$ cat config.mk
export PLATFORM = sky130hd
export DESIGN_NAME = v_switch_bank
export DESIGN_NICKNAME = d
export VERILOG_FILES = /design/src/rtl/v_switch_bank_pkg.sv /design/src/rtl/v_switch_byte_op.sv /design/src/rtl/v_switch_bank.sv
export SDC_FILE = /design/constraint.sdc
export NUM_CORES = 1
export LEC_CHECK = 0
export BUFFER_PORTS_ARGS = -buffer_cell sky130_fd_sc_hd__buf_2
export CORE_MARGIN = 10
export CORE_UTILIZATION = 49
export CTS_CLUSTER_SIZE = 16
export DETAILED_ROUTE_END_ITERATION = 10
export MAX_ROUTING_LAYER = met4
export PLACE_DENSITY_LB_ADDON = 0.2
export SLEW_MARGIN = 30
export SYNTH_ARGS = -nofsm -noshare
export SYNTH_HDL_FRONTEND = slang
export SYNTH_SLANG_ARGS = --single-unit
$ cat constraint.sdc
create_clock -name CLK -period 7.75 [get_ports CLK]
set_input_delay 0.775 -clock CLK [delete_from_list [all_inputs] [get_ports CLK]]
set_output_delay 0.775 -clock CLK [all_outputs]
set_load 0.01 [all_outputs]
$ cat src/rtl/v_switch_bank_pkg.sv
// ----------------------------------------------------------------------------
// v_switch_bank_pkg
// Shared constants for the virtual switch bank: command opcodes, status codes
// returned in the acknowledge chunk, FSM state encoding and the fixed command
// payload size.
// No ports (package).
// ----------------------------------------------------------------------------
package v_switch_bank_pkg;

   // Command payload is always opcode, byte index, data
   localparam int CMD_BYTES = 3;

   localparam logic [7:0] OP_WRITE  = 8'd0;
   localparam logic [7:0] OP_SET    = 8'd1;
   localparam logic [7:0] OP_CLEAR  = 8'd2;
   localparam logic [7:0] OP_TOGGLE = 8'd3;
   localparam logic [7:0] OP_QUERY  = 8'd4;

   // STATUS_REJECT is the generic rejection code; the specific codes below
   // are what the bank reports so the host can tell the causes apart.
   localparam logic [7:0] STATUS_OK         = 8'd0;
   localparam logic [7:0] STATUS_REJECT     = 8'd1;
   localparam logic [7:0] STATUS_BAD_SIZE   = 8'd2;
   localparam logic [7:0] STATUS_BAD_OPCODE = 8'd3;
   localparam logic [7:0] STATUS_BAD_INDEX  = 8'd4;

   localparam logic [0:0] ST_IDLE = 1'b0;
   localparam logic [0:0] ST_ACK  = 1'b1;

endpackage

$ cat src/rtl/v_switch_byte_op.sv
// ----------------------------------------------------------------------------
// v_switch_byte_op
// Combinational byte operator applied to the one bank byte addressed by a
// command.
// Ports:
//   opcode   in  8  command opcode
//   old_byte in  8  current value of the addressed byte
//   data     in  8  command data byte
//   new_byte out 8  resulting byte (old_byte for QUERY or unknown opcodes)
// ----------------------------------------------------------------------------
module v_switch_byte_op
   import v_switch_bank_pkg::*;
(
   input  logic [7:0] opcode,
   input  logic [7:0] old_byte,
   input  logic [7:0] data,
   output logic [7:0] new_byte
);

   always_comb begin
      case (opcode)
         OP_WRITE:  new_byte = data;
         OP_SET:    new_byte = old_byte | data;
         OP_CLEAR:  new_byte = old_byte & ~data;
         OP_TOGGLE: new_byte = old_byte ^ data;
         default:   new_byte = old_byte;
      endcase
   end

endmodule

$ cat src/rtl/v_switch_bank.sv
// ----------------------------------------------------------------------------
// v_switch_bank
// Multi-byte bank of virtual switches updated by typed RX command chunks.
// Every matching command (accepted or rejected) is answered with one TX status
// chunk carrying the status byte and the bank snapshot after the update.
// Commands arriving while an answer is still pending are dropped and counted.
// Ports:
//   CLK                 in   1    clock
//   RST                 in   1    synchronous active-high reset
//   rx_chunk_type       in   8    type of presented chunk
//   rx_chunk_bytes      in   8*RX_CONTENT_BUFFER_BYTE_SIZE  payload
//   rx_chunk_byte_size  in   RX_CONTENT_BUFFER_INDEX_SIZE   valid payload bytes
//   rx_is_chunk_ready   in   1    one-cycle chunk strobe
//   switches            out  SW   current bank value
//   switches_changed    out  1    pulse when the bank value changed
//   tx_chunk_type       out  8    constant INTERFACE_TX_CHUNK_TYPE
//   tx_chunk_bytes      out  SW+8 {bank snapshot, status}
//   tx_chunk_byte_size  out  RX_CONTENT_BUFFER_INDEX_SIZE  SWITCH_BYTES+1
//   tx_is_chunk_ready   out  1    TX valid
//   tx_chunk_accepted   in   1    TX accept
//   drop_count          out  8    saturating count of dropped commands
// ----------------------------------------------------------------------------
module v_switch_bank
   import v_switch_bank_pkg::*;
#(
   parameter int                        INTERFACE_RX_CHUNK_TYPE      = 4,
   parameter int                        INTERFACE_TX_CHUNK_TYPE      = 5,
   parameter int                        SWITCH_BYTES                 = 2,
   parameter logic [8*SWITCH_BYTES-1:0] RESET_VALUE                  = '0,
   parameter int                        RX_CONTENT_BUFFER_BYTE_SIZE  = 3,
   parameter int                        RX_CONTENT_BUFFER_INDEX_SIZE = 32
)
(
   input  logic                                     CLK,
   input  logic                                     RST,
   input  logic [7:0]                               rx_chunk_type,
   input  logic [8*RX_CONTENT_BUFFER_BYTE_SIZE-1:0] rx_chunk_bytes,
   input  logic [RX_CONTENT_BUFFER_INDEX_SIZE-1:0]  rx_chunk_byte_size,
   input  logic                                     rx_is_chunk_ready,
   output logic [8*SWITCH_BYTES-1:0]                switches,
   output logic                                     switches_changed,
   output logic [7:0]                               tx_chunk_type,
   output logic [8*SWITCH_BYTES+7:0]                tx_chunk_bytes,
   output logic [RX_CONTENT_BUFFER_INDEX_SIZE-1:0]  tx_chunk_byte_size,
   output logic                                     tx_is_chunk_ready,
   input  logic                                     tx_chunk_accepted,
   output logic [7:0]                               drop_count
);

   localparam int SW = 8 * SWITCH_BYTES;

   logic [0:0]    state;
   logic          cmd_match;
   logic [7:0]    cmd_opcode;
   logic [7:0]    cmd_index;
   logic [7:0]    cmd_data;
   logic [7:0]    cmd_status;
   logic [7:0]    old_byte;
   logic [7:0]    new_byte;
   logic [SW-1:0] next_bank;

   assign cmd_opcode = rx_chunk_bytes[7:0];
   assign cmd_index  = rx_chunk_bytes[15:8];
   assign cmd_data   = rx_chunk_bytes[23:16];
   assign cmd_match  = rx_is_chunk_ready &&
                       (rx_chunk_type == 8'(INTERFACE_RX_CHUNK_TYPE));

   assign tx_chunk_type      = 8'(INTERFACE_TX_CHUNK_TYPE);
   assign tx_chunk_byte_size = RX_CONTENT_BUFFER_INDEX_SIZE'(SWITCH_BYTES + 1);
   assign tx_is_chunk_ready  = (state == ST_ACK);

   // Validation order decides which code wins when several checks fail:
   // size first, then opcode, then index. QUERY ignores the index byte.
   always_comb begin
      if (rx_chunk_byte_size != RX_CONTENT_BUFFER_INDEX_SIZE'(CMD_BYTES))
         cmd_status = STATUS_BAD_SIZE;
      else if (cmd_opcode > OP_QUERY)
         cmd_status = STATUS_BAD_OPCODE;
      else if ((cmd_opcode != OP_QUERY) && (cmd_index >= 8'(SWITCH_BYTES)))
         cmd_status = STATUS_BAD_INDEX;
      else
         cmd_status = STATUS_OK;
   end

   // Byte lane selection is a compare-per-lane mux so an out-of-range index
   // never produces an out-of-bounds part select.
   always_comb begin
      old_byte = 8'h00;
      for (int k = 0; k < SWITCH_BYTES; k++) begin
         if (cmd_index == 8'(k))
            old_byte = switches[8*k +: 8];
      end
   end

   v_switch_byte_op u_byte_op (
      .opcode   (cmd_opcode),
      .old_byte (old_byte),
      .data     (cmd_data),
      .new_byte (new_byte)
   );

   // Only a fully valid, non-QUERY command modifies its lane.
   always_comb begin
      next_bank = switches;
      if ((cmd_status == STATUS_OK) && (cmd_opcode != OP_QUERY)) begin
         for (int k = 0; k < SWITCH_BYTES; k++) begin
            if (cmd_index == 8'(k))
               next_bank[8*k +: 8] = new_byte;
         end
      end
   end

   // IDLE applies a command and latches the answer; ACK holds the answer until
   // accepted and drops any command that shows up meanwhile, including one in
   // the accept cycle itself.
   always_ff @(posedge CLK) begin
      if (RST) begin
         state            <= ST_IDLE;
         switches         <= RESET_VALUE;
         switches_changed <= 1'b0;
         tx_chunk_bytes   <= '0;
         drop_count       <= 8'h00;
      end else begin
         switches_changed <= 1'b0;
         if (state == ST_IDLE) begin
            if (cmd_match) begin
               switches         <= next_bank;
               switches_changed <= (next_bank != switches);
               tx_chunk_bytes   <= {next_bank, cmd_status};
               state            <= ST_ACK;
            end
         end else begin
            if (cmd_match && (drop_count != 8'hFF))
               drop_count <= drop_count + 8'd1;
            if (tx_chunk_accepted)
               state <= ST_IDLE;
         end
      end
   end

endmodule

==> impl_metrics.py <==
metrics = {
    "synth": {
        "ys.flop_type": "dfxtp_1",
        "ys_ff_latch": 29,
        "ys_seq_area_share_pct": 20.01,
        "synth_edf_count": 0,
        "postSynth.asyncResetShare_pct": 0,
        "synth_cells": 340,
        "yosys_warnings": 0,
        "ys_types": 53,
        "syn_avg_cell_area_um2": 8.534,
        "syn_area_um2": 2902,
    },
    "sta": {
        "whs_ps": 484.5,
        "rsz0062_at_grt": "no",
        "drv_slew": 0,
        "tns_ps": 0,
        "tightest_slew_ps": 722.4,
        "finalCritPeriodShare_pct": 44.52,
        "fin_skew_ps": 6.442,
        "finalSetupViolCount": 0,
        "max_slew_margin_pct": 51.47,
        "fmax_ghz": 0.2898,
        "hold_viol_final": 0,
        "fin_crit_ps": 3450,
    },
    "pwr": {
        "ir_drop_mv": 0.06107,
        "seq_power_share_pct": 39.4,
        "p_int_w": 0.0002803,
        "clkPwrFrac_pct": 43.7,
        "power_w": 0.0003780,
        "power_frac_comb_pct": 16.8,
        "power_density_nw_per_um2": 113.7,
        "cellLeakagePower_nw": 1.830,
        "p_sw_w": 0.00009771,
        "switching_share_pct": 25.85,
    },
    "clock_tree": {
        "cts_sinks": 29,
        "ctsResizeCount": 0,
        "clk_latency_ps": 280,
        "cts_tree": "done",
        "clock-root-buffer": "clkbuf_8",
        "htree_levels": 2,
        "cts_setup_buffers": 0,
        "holdBufCountCts": 0,
        "clk_pin_slew_ps": 70,
        "cts_made_buffers": 5,
        "clock_path_buffers": 2,
    },
    "worst_setup_path": {
        "r2r_end": "switches_changed$_SDFF_PP0_",
        "critPathLaunchType": "primary input",
        "worstPathRequired_ps": 7960,
        "critical_path.max_fanout": 9,
        "rr_worst_depth": 10,
        "cp.arrival_ps": 3660,
        "rr_startpoint": "switches[12]$_SDFFE_PP0P_",
        "reg2reg_slack_ps": 5090,
        "critPathKind": "in -> reg",
        "end_kind": "register",
    },
    "floorplan": {
        "num_rows": 27,
        "die_x_um": 96.95,
        "fp.dieH_um": 96.95,
        "dieArea_um2": 9399,
        "ios": 158,
        "start_util_pct": 51.43,
        "core_um2": 5642,
    },
    "placed_design": {
        "io_buffers": 112,
        "hpwl_um": 6865,
        "place_inst": 497,
        "gp_congestion": 0.8189,
        "post_dp_cell_area_um2": 3209,
    },
    "finish": {
        "fin_nets": 517,
        "seq_area_um2": 580.6,
        "fin_area_um2": 3326,
        "instances_no_fill": 505,
        "drive_gt1_share_pct": 34.41,
        "multi_input_area_um2": 1843,
        "antenna_cells": 0,
        "fillers": 537,
        "area_growth_pct": 14.62,
    },
    "worst_hold_path": {
        "hold_path_depth": 2,
        "hold_end": "tx_chunk_bytes[2]$_SDFFE_PP0P_",
        "worstHoldStart": "tx_chunk_bytes[2]$_SDFFE_PP0P_",
        "hold_path.class": "reg -> reg",
    },
    "drt": {
        "wl_um": 8326,
        "drtIter0Drc": 196,
        "route.vias.total": 2559,
        "vias_per_cell": 5.067,
        "drc": 0,
        "wl_per_cell_um": 16.49,
        "drt-pass1-iter-count": 4,
        "ant_nets": 0,
    },
    "run": {
        "maxCapViolations": 0,
    },
    "global_route": {
        "antenna_found_initial": 0,
        "grt_max_degree": 30,
        "grt_pass1_wl_um": 13500,
        "grt_pass1_vias": 2632,
        "track_usage_pct": 17.35,
        "overflow": 0,
    },
    "outcome": {
        "status": "completed",
    },
}
layer usage:
layer / vias to the layer above / share of wire, % / track usage [%]
li1: 1252 / - / -
met1: 1154 / 41 / 19.84
met2: 145 / 50 / 29.19
met3: 8 / 8.1 / 4.755
met4: 0 / 0.91 / 4.510
met5: - / 0 / -
cell type report:
type / count / share of cell area (%)
well taps: 72 / 2.709
repair buffers: 113 / 17.08
clock inverters: 1 / 0.9029
multi-input cells: 249 / 55.42
clock buffers: 7 / 2.596
flip-flops and latches: 29 / 17.46
inverters: 34 / 3.837
flip-flops by register name, indices dropped and copies added, names as in the netlist:
register	flops
switches	15
drop_count	8
switches_changed	1
tx_chunk_bytes	4
tx_is_chunk_ready	1
critical path, stage by stage:
cell	delay (ps)
buf_2	110
or4_4	570
nor2_4	300
nand2_1	150
inv_1	80
ha_1	220
mux4_2	530
o21ai_0	180
a21oi_1	100
a311oi_2	300
o41ai_2	120
a211oi_2	220
synth_stat cells (all sizes together) (3+ instances only):
master	number	area share, %
mux2	7	2.7
mux4	8	6.2
nor3	6	2.2
o22ai	3	0.65
buf	67	17
a211oi	4	1.2
a21oi	4	0.69
nand2	17	2.5
nand4	7	1.9
dfxtp	29	20
o21ai	7	1.2
inv	34	4.4
xnor2	11	3.3
and3	5	1.1
mux2i	21	7.2
nand3	6	1.0
nor2	33	4.5
nor4b	3	0.91
ha	17	7.3
xor2	9	2.7
nor4	7	1.7
clkbuf	4	0.52
o211ai	5	1.3
metrics by stage:
step                setup WS [ps]  utilization, %
floorplan                    4450               -
global placement             4074           56.89
detailed placement           4049           56.89
CTS                          4327           58.95
global route                 4139           58.95
finish                       4300           58.95
placed cells by master, fill, tap and decap left out, types with 2 or more instances in the layout:
cell type and instances:
nor2b_1 2, nor2_1 32, clkbuf_8 6, mux4_2 8, nor3_4 3, o22ai_1 3
xor2_1 9, and3_1 5, xnor2_1 11, mux2_2 7, ha_1 17, nor4b_1 3
a22oi_1 2, inv_1 34, nand3_1 6, nor4_1 6, dfxtp_1 29, nand4_2 2
nand2_1 15, or3_1 2, nand3b_1 2, a21oi_1 4, conb_1 45, nor3_1 3
buf_2 112, mux2i_1 21, a211oi_1 3, o211ai_1 5, or4_4 2, nand4_1 5
o21ai_0 6
worst max-delay path by stage:
| stage | start | end | slack, ps |
|---|---|---|---|
| 5_1_grt | rx_chunk_bytes[14] | switches_changed$_SDFF_PP0_ | 4140 |
| 4_1_cts | rx_chunk_bytes[14] | switches_changed$_SDFF_PP0_ | 4330 |
| 2_1_floorplan | rx_chunk_bytes[14] | switches_changed$_SDFF_PP0_ | 4450 |
| 6_report | rx_chunk_bytes[14] | switches_changed$_SDFF_PP0_ | 4300 |
| 3_3_place_gp | rx_chunk_bytes[14] | switches_changed$_SDFF_PP0_ | 4070 |
| 3_5_place_dp | rx_chunk_bytes[14] | switches_changed$_SDFF_PP0_ | 4050 |
power by group through the flow:
stage          registers (W)  logic [W]  clock network (W)
6_report            0.000149  0.0000636           0.000165
5_1_grt             0.000149  0.0000710           0.000175
4_1_cts             0.000149  0.0000625           0.000168
3_5_place_dp        0.000152  0.0000623                  0
3_3_place_gp        0.000152  0.0000608                  0
2_1_floorplan       0.000152  0.0000557                  0
kinds of logic (layout without fill, tap and decap cells):
| kind of cell | Yosys count | in the layout | synth area share (%) |
|---|---|---|---|
| flops | 29 | 29 | 20.01 |
| other cells | 2 | 45 | 0.2588 |
| fa+ha+maj | 17 | 17 | 7.331 |
| mux | 36 | 36 | 16.17 |
| simple gates | 95 | 95 | 18.84 |
| xor+xnor | 20 | 20 | 6.037 |
| buf+inv | 105 | 155 | 22.04 |
| compound gates | 36 | 36 | 9.315 |
Power figures use the tool's default switching activity.
